[config.mk]
export PLATFORM = sky130hd
export DESIGN_NAME = riscv_vector_exec_unit
export DESIGN_NICKNAME = d
export VERILOG_FILES = /design/src/rtl/riscv_vector_exec_unit.sv
export SDC_FILE = /design/constraint.sdc
export NUM_CORES = 2
export LEC_CHECK = 0
export BUFFER_PORTS_ARGS = -buffer_cell sky130_fd_sc_hd__buf_2
export CAP_MARGIN = 0
export CORE_MARGIN = 1.5
export CORE_UTILIZATION = 30
export CTS_CLUSTER_DIAMETER = 80
export DETAILED_ROUTE_END_ITERATION = 10
export PLACE_DENSITY_LB_ADDON = 0.15
export SLEW_MARGIN = 30
export SYNTH_ARGS = -nofsm -noshare
export SYNTH_HDL_FRONTEND = slang
export SYNTH_SLANG_ARGS = --single-unit
[constraint.sdc]
create_clock -name clk -period 10.2 [get_ports clk]
set_input_delay 0.51 -clock clk [delete_from_list [all_inputs] [get_ports clk]]
set_output_delay 0.51 -clock clk [all_outputs]
set_load 0.01 [all_outputs]
[src/rtl/riscv_vector_exec_unit.sv]
// Multi-cycle vector execution unit: latches an operand pair, then computes LANES
// elements per beat over VECTOR_LENGTH/LANES beats, with a wrap-around dot accumulator.
module vec_lane #(
  parameter int DATA_WIDTH = 32
) (
  input  logic [2:0]            funct3,
  input  logic [DATA_WIDTH-1:0] a,
  input  logic [DATA_WIDTH-1:0] b,
  input  logic [DATA_WIDTH-1:0] scalar,
  output logic [DATA_WIDTH-1:0] res
);
  always_comb begin
    res = '0;
    case (funct3)
      3'b000:         res = a + b;
      3'b001:         res = a - b;
      3'b010, 3'b110: res = a * b;
      3'b011:         res = a & b;
      3'b100:         res = a | b;
      3'b101:         res = a ^ b;
      default:        res = a + scalar;
    endcase
  end
endmodule

module riscv_vector_exec_unit #(
  parameter int VECTOR_LENGTH = 8,
  parameter int DATA_WIDTH    = 32,
  parameter int LANES         = 2
) (
  input  logic                                clk,
  input  logic                                rst,
  input  logic                                valid_in,
  output logic                                ready_in,
  input  logic [2:0]                          vector_funct3,
  input  logic [DATA_WIDTH-1:0]               scalar,
  input  logic [VECTOR_LENGTH*DATA_WIDTH-1:0] vector_a,
  input  logic [VECTOR_LENGTH*DATA_WIDTH-1:0] vector_b,
  output logic [VECTOR_LENGTH*DATA_WIDTH-1:0] vector_out,
  output logic [DATA_WIDTH-1:0]               result_out,
  output logic                                valid_out,
  input  logic                                ready_out,
  output logic                                busy
);
  localparam int BEATS = VECTOR_LENGTH / LANES;
  localparam int BW    = (BEATS > 1) ? $clog2(BEATS) : 1;
  localparam int IW    = (VECTOR_LENGTH > 1) ? $clog2(VECTOR_LENGTH) : 1;
  localparam logic [2:0] OP_DOT = 3'b110;

  typedef enum logic [1:0] {IDLE, EXEC, DONE} state_t;
  typedef logic [VECTOR_LENGTH-1:0][DATA_WIDTH-1:0] vec_t;

  state_t                state_q, state_d;
  vec_t                  a_q, a_d, b_q, b_d, vout_q, vout_d;
  logic [DATA_WIDTH-1:0] scalar_q, scalar_d, acc_q, acc_d, result_q, result_d;
  logic [2:0]            funct_q, funct_d;
  logic [BW-1:0]         beat_q, beat_d;

  logic [LANES-1:0][IW-1:0]         elem_idx;
  logic [LANES-1:0][DATA_WIDTH-1:0] lane_res;
  logic [DATA_WIDTH-1:0]            dot_sum;

  for (genvar l = 0; l < LANES; l++) begin : g_lane
    assign elem_idx[l] = IW'(int'(beat_q) * LANES + l);
    vec_lane #(.DATA_WIDTH(DATA_WIDTH)) u_lane (
      .funct3 (funct_q),
      .a      (a_q[elem_idx[l]]),
      .b      (b_q[elem_idx[l]]),
      .scalar (scalar_q),
      .res    (lane_res[l])
    );
  end

  // Running dot sum: the accumulator plus this beat's lane products.
  always_comb begin
    dot_sum = acc_q;
    for (int l = 0; l < LANES; l++) dot_sum = dot_sum + lane_res[l];
  end

  always_comb begin
    state_d  = state_q;
    a_d      = a_q;
    b_d      = b_q;
    scalar_d = scalar_q;
    funct_d  = funct_q;
    beat_d   = beat_q;
    acc_d    = acc_q;
    vout_d   = vout_q;
    result_d = result_q;
    case (state_q)
      IDLE: if (valid_in) begin
        a_d      = vector_a;
        b_d      = vector_b;
        scalar_d = scalar;
        funct_d  = vector_funct3;
        beat_d   = '0;
        acc_d    = '0;
        state_d  = EXEC;
      end
      EXEC: begin
        for (int l = 0; l < LANES; l++) vout_d[elem_idx[l]] = lane_res[l];
        if (funct_q == OP_DOT) begin
          acc_d    = dot_sum;
          result_d = dot_sum;
        end else if (beat_q == '0) begin
          result_d = lane_res[0];
        end
        beat_d = beat_q + BW'(1);
        if (beat_q == BW'(BEATS - 1)) state_d = DONE;
      end
      DONE: if (ready_out) state_d = IDLE;
      default: state_d = IDLE;
    endcase
  end

  always_ff @(posedge clk or negedge rst) begin
    if (!rst) begin
      state_q  <= IDLE;
      a_q      <= '0;
      b_q      <= '0;
      scalar_q <= '0;
      funct_q  <= '0;
      beat_q   <= '0;
      acc_q    <= '0;
      vout_q   <= '0;
      result_q <= '0;
    end else begin
      state_q  <= state_d;
      a_q      <= a_d;
      b_q      <= b_d;
      scalar_q <= scalar_d;
      funct_q  <= funct_d;
      beat_q   <= beat_d;
      acc_q    <= acc_d;
      vout_q   <= vout_d;
      result_q <= result_d;
    end
  end

  assign vector_out = vout_q;
  assign result_out = result_q;
  assign valid_out  = (state_q == DONE);
  assign busy       = (state_q != IDLE);
  assign ready_in   = (state_q == IDLE) && rst;
endmodule

==> flow_metrics.env <==
export IMPL_start_util_pct=30.3
export IMPL_critPathKind="reg -> reg"
export IMPL_postRouteAntennaNets=0
export IMPL_path_common_cell="fa_1"
export IMPL_final_max_slew_viol_count=0
export IMPL_io_pins=842
export IMPL_cp_required_ps=10910
export IMPL_wl_um=361000
export IMPL_crit_family="adder cells"
export IMPL_fin_skew_ps=123
export IMPL_row_count=185
export IMPL_yosys_warnings=0
export IMPL_via_per_inst=4.88
export IMPL_die_h_um=510
export IMPL_drt_pass1_iter_count=6
export IMPL_dieArea_mm2=0.260
export IMPL_reg2regPathDepth=46
export IMPL_clock_latency_ps=840
export IMPL_cts_sinks=871
export IMPL_post_route_period_util_pct=101
export IMPL_crit_start="beat_q[0]$_DFFE_PN0P_"
export IMPL_hold_viol_final=0
export IMPL_hold_worst_slack_ps=40.1
export IMPL_ys_seq_area_share_pct=28.3
export IMPL_min_delay_start="vector_b[195]"
export IMPL_grt_first_pass_wirelength_um=516000
export IMPL_core_area_mm2=0.255
export IMPL_grt_pass1_vias=72700
export IMPL_netlist_instances=8955
export IMPL_numPortBuffers=841
export IMPL_cp_num_buf_inv=14
export IMPL_cts_root_buf="clkbuf_16"
export IMPL_hpwl_um=294000
export IMPL_cp_max_fo=6
export IMPL_slew_headroom_pct=30.2
export IMPL_synth_area_per_cell_um2=8.61
export IMPL_worst_slew_pin_transition_ps=1050
export IMPL_drt_iter0_markers=5482
export IMPL_gp_congestion=0.984
export IMPL_avgRoutedWirePerCell_um=25.0
export IMPL_fp_dieW_um=510
export IMPL_cp_end_kind="flop"
export IMPL_drcViolationCount=0
export IMPL_crit_reg2reg_capture="result_out[31]$_DFFE_PN0P_"
export IMPL_grt_use_total_pct=27.4
export IMPL_start_kind="flop"
export IMPL_grt_antenna_before_repair=26
export IMPL_synth_edff_count=0
export IMPL_synth_ff_type="dfrtp_1"
export IMPL_yosys_register_bits=871
export IMPL_syn_cell_area_mm2=0.0771
export IMPL_violations="negative setup slack"
export IMPL_cp_arrival_ps=10980
export IMPL_fin_nets=12900
export IMPL_cts_buffers=108
export IMPL_overflow=0
export IMPL_htreeDepth=3
export IMPL_slowest_stage="fa_1"
export IMPL_hold_path_end="b_q[195]$_DFFE_PN0P_"
export IMPL_vias=70700
export IMPL_reg2reg_slack_ps=-70
export IMPL_synthArstFlopShare_pct=100
export IMPL_ys_types=82
export IMPL_r2r_start="beat_q[0]$_DFFE_PN0P_"
export IMPL_outcome="complete, but fails checks"
export IMPL_min_period_ps=10270
export IMPL_hold_depth=3
export IMPL_setup_viol=2
export IMPL_syn_nets=10800
export IMPL_fin_tns_setup_ps=-129
export IMPL_path_clk_slew_ps=60
export IMPL_grt_max_degree=225
export IMPL_drive_gt1_share_pct=23.9
export IMPL_cts_tree="done"
export IMPL_setup_ws_ps=-73.9
export IMPL_critical_path_max_stage_delay_ps=570
export IMPL_area_growth_pct=35.9
export IMPL_min_path_type="in -> reg"
export IMPL_fmax_mhz=97.3
export IMPL_maxCapViolCount=0
export IMPL_rsz0062_at_grt="true"
export IMPL_clockBufferDepth=3
==> metal layers <==
layer | global-route usage [%] | wire, um
met5 | 0 | 120
met4 | 9.87 | 14900
met3 | 4.28 | 24800
met2 | 42.7 | 159000
met1 | 38.5 | 162000
==> tightest hold or removal path: cells and delay by family <==
kind                   cells  cell delay [ps]
AND/OR/NAND/NOR            2              190
buffers and inverters      1               80
==> worst max path at each step <==
stage | cells past startpoint | to | slack [ps]
2_1_floorplan | 45 | result_out[31]$_DFFE_PN0P_ | 0.8
3_3_place_gp | 41 | acc_q[31]$_DFFE_PN0P_ | -770
3_5_place_dp | 44 | result_out[30]$_DFFE_PN0P_ | -680
4_1_cts | 43 | result_out[31]$_DFFE_PN0P_ | -90
5_1_grt | 46 | result_out[31]$_DFFE_PN0P_ | -410
6_report | 46 | result_out[31]$_DFFE_PN0P_ | -70
==> placed cells by master (no fill, tap or decap), types with 194 or more instances in the layout <==
cell type,Yosys,routed
inv_1,994,944
ha_1,473,409
dfrtp_1,871,866
buf_4,6,860
buf_2,17,840
nor2_1,707,680
fa_1,850,804
dlygate4sd3_1,0,515
xnor2_1,247,239
o21ai_0,455,386
nand2_1,2659,2622
a21oi_1,232,194
==> flip-flops by register name (all words and copies together), names as in the netlist <==
register and count:
a_q 256, b_q 256, vector_out 256, acc_q 32
result_out 32, scalar_q 32, funct_q 3, beat_q 2
state_q 2
==> what timing repair did <==
item | CTS | global route
gates resized for setup | 287 | 300
hold endpoints to repair | 577 | 0
hold buffers | 515 | 0
gates cloned | 5 | 4
pin swaps | 94 | 145
setup endpoints to repair | 27 | 27
setup buffers | 40 | 43
==> cell families (layout without fill, tap and decap cells) <==
kind of cell	count (synthesis)	count (layout)	share of synthesized area (%)
fa+ha+maj	1323	1323	29.7
simple gates	3600	3600	18.3
buf+inv	1494	3638	7.53
mux	219	219	3.80
compound gates	1114	1114	8.55
flops	871	871	28.3
other cells	0	17	0
xor+xnor	334	334	3.82
==> Yosys cell counts, drive strengths merged (7+ instances only) <==
master      n  area share, %
a2111oi     7          0.080
a211oi     12           0.12
a21boi      9          0.088
a21o       83           0.81
a21oi     232            1.5
a221oi     17           0.19
a22oi      11           0.11
a31oi      32           0.26
a41oi      12           0.14
and2       10          0.081
and3       21           0.17
buf        78           0.64
clkbuf    377            1.8
clkinv     15          0.073
dfrtp     871             28
fa        850             22
ha        473            7.7
inv      1024            5.0
mux2       56           0.82
mux2i     110            1.4
mux4       53            1.5
nand2    2660             13
nand2b     29           0.24
nand3      56           0.36
nor2      707            3.4
nor2b      23           0.19
nor3       30           0.21
nor4       15           0.15
o211ai     15           0.15
o21a       15           0.15
o21ai     504            3.4
o21bai     26           0.25
o22a       10           0.11
o22ai      90           0.73
or3        13           0.11
or4        11           0.12
xnor2     248            2.8
xor2       85           0.97
==> metrics by stage <==
step / area [um2] / util [%] / worst slack, ps / std cells
2_1_floorplan: 77200 / - / 0.796 / 8955
3_3_place_gp: 92000 / 36.1 / -769 / 13700
3_5_place_dp: 92100 / 36.1 / -680 / 13700
4_1_cts: 103000 / 40.4 / -93.0 / 14400
5_1_grt: 105000 / 41.1 / -408 / 14500
6_report: 105000 / 41.1 / -73.9 / 14500
==> layout make-up <==
cell class | instances | area, um2
fill | 25800 | 150000
clock buffer | 141 | 3050
tap | 3366 | 4210
inverter | 1039 | 3970
timing repair buffer | 2394 | 19000
clock inverter | 64 | 976
multi-input combinational | 6590 | 51800
sequential | 871 | 21800
antenna | 17 | 42.5
Power is left out: the tool's default activity adds up to more than one toggle a clock period on the data nets, which glitch-free logic cannot reach.
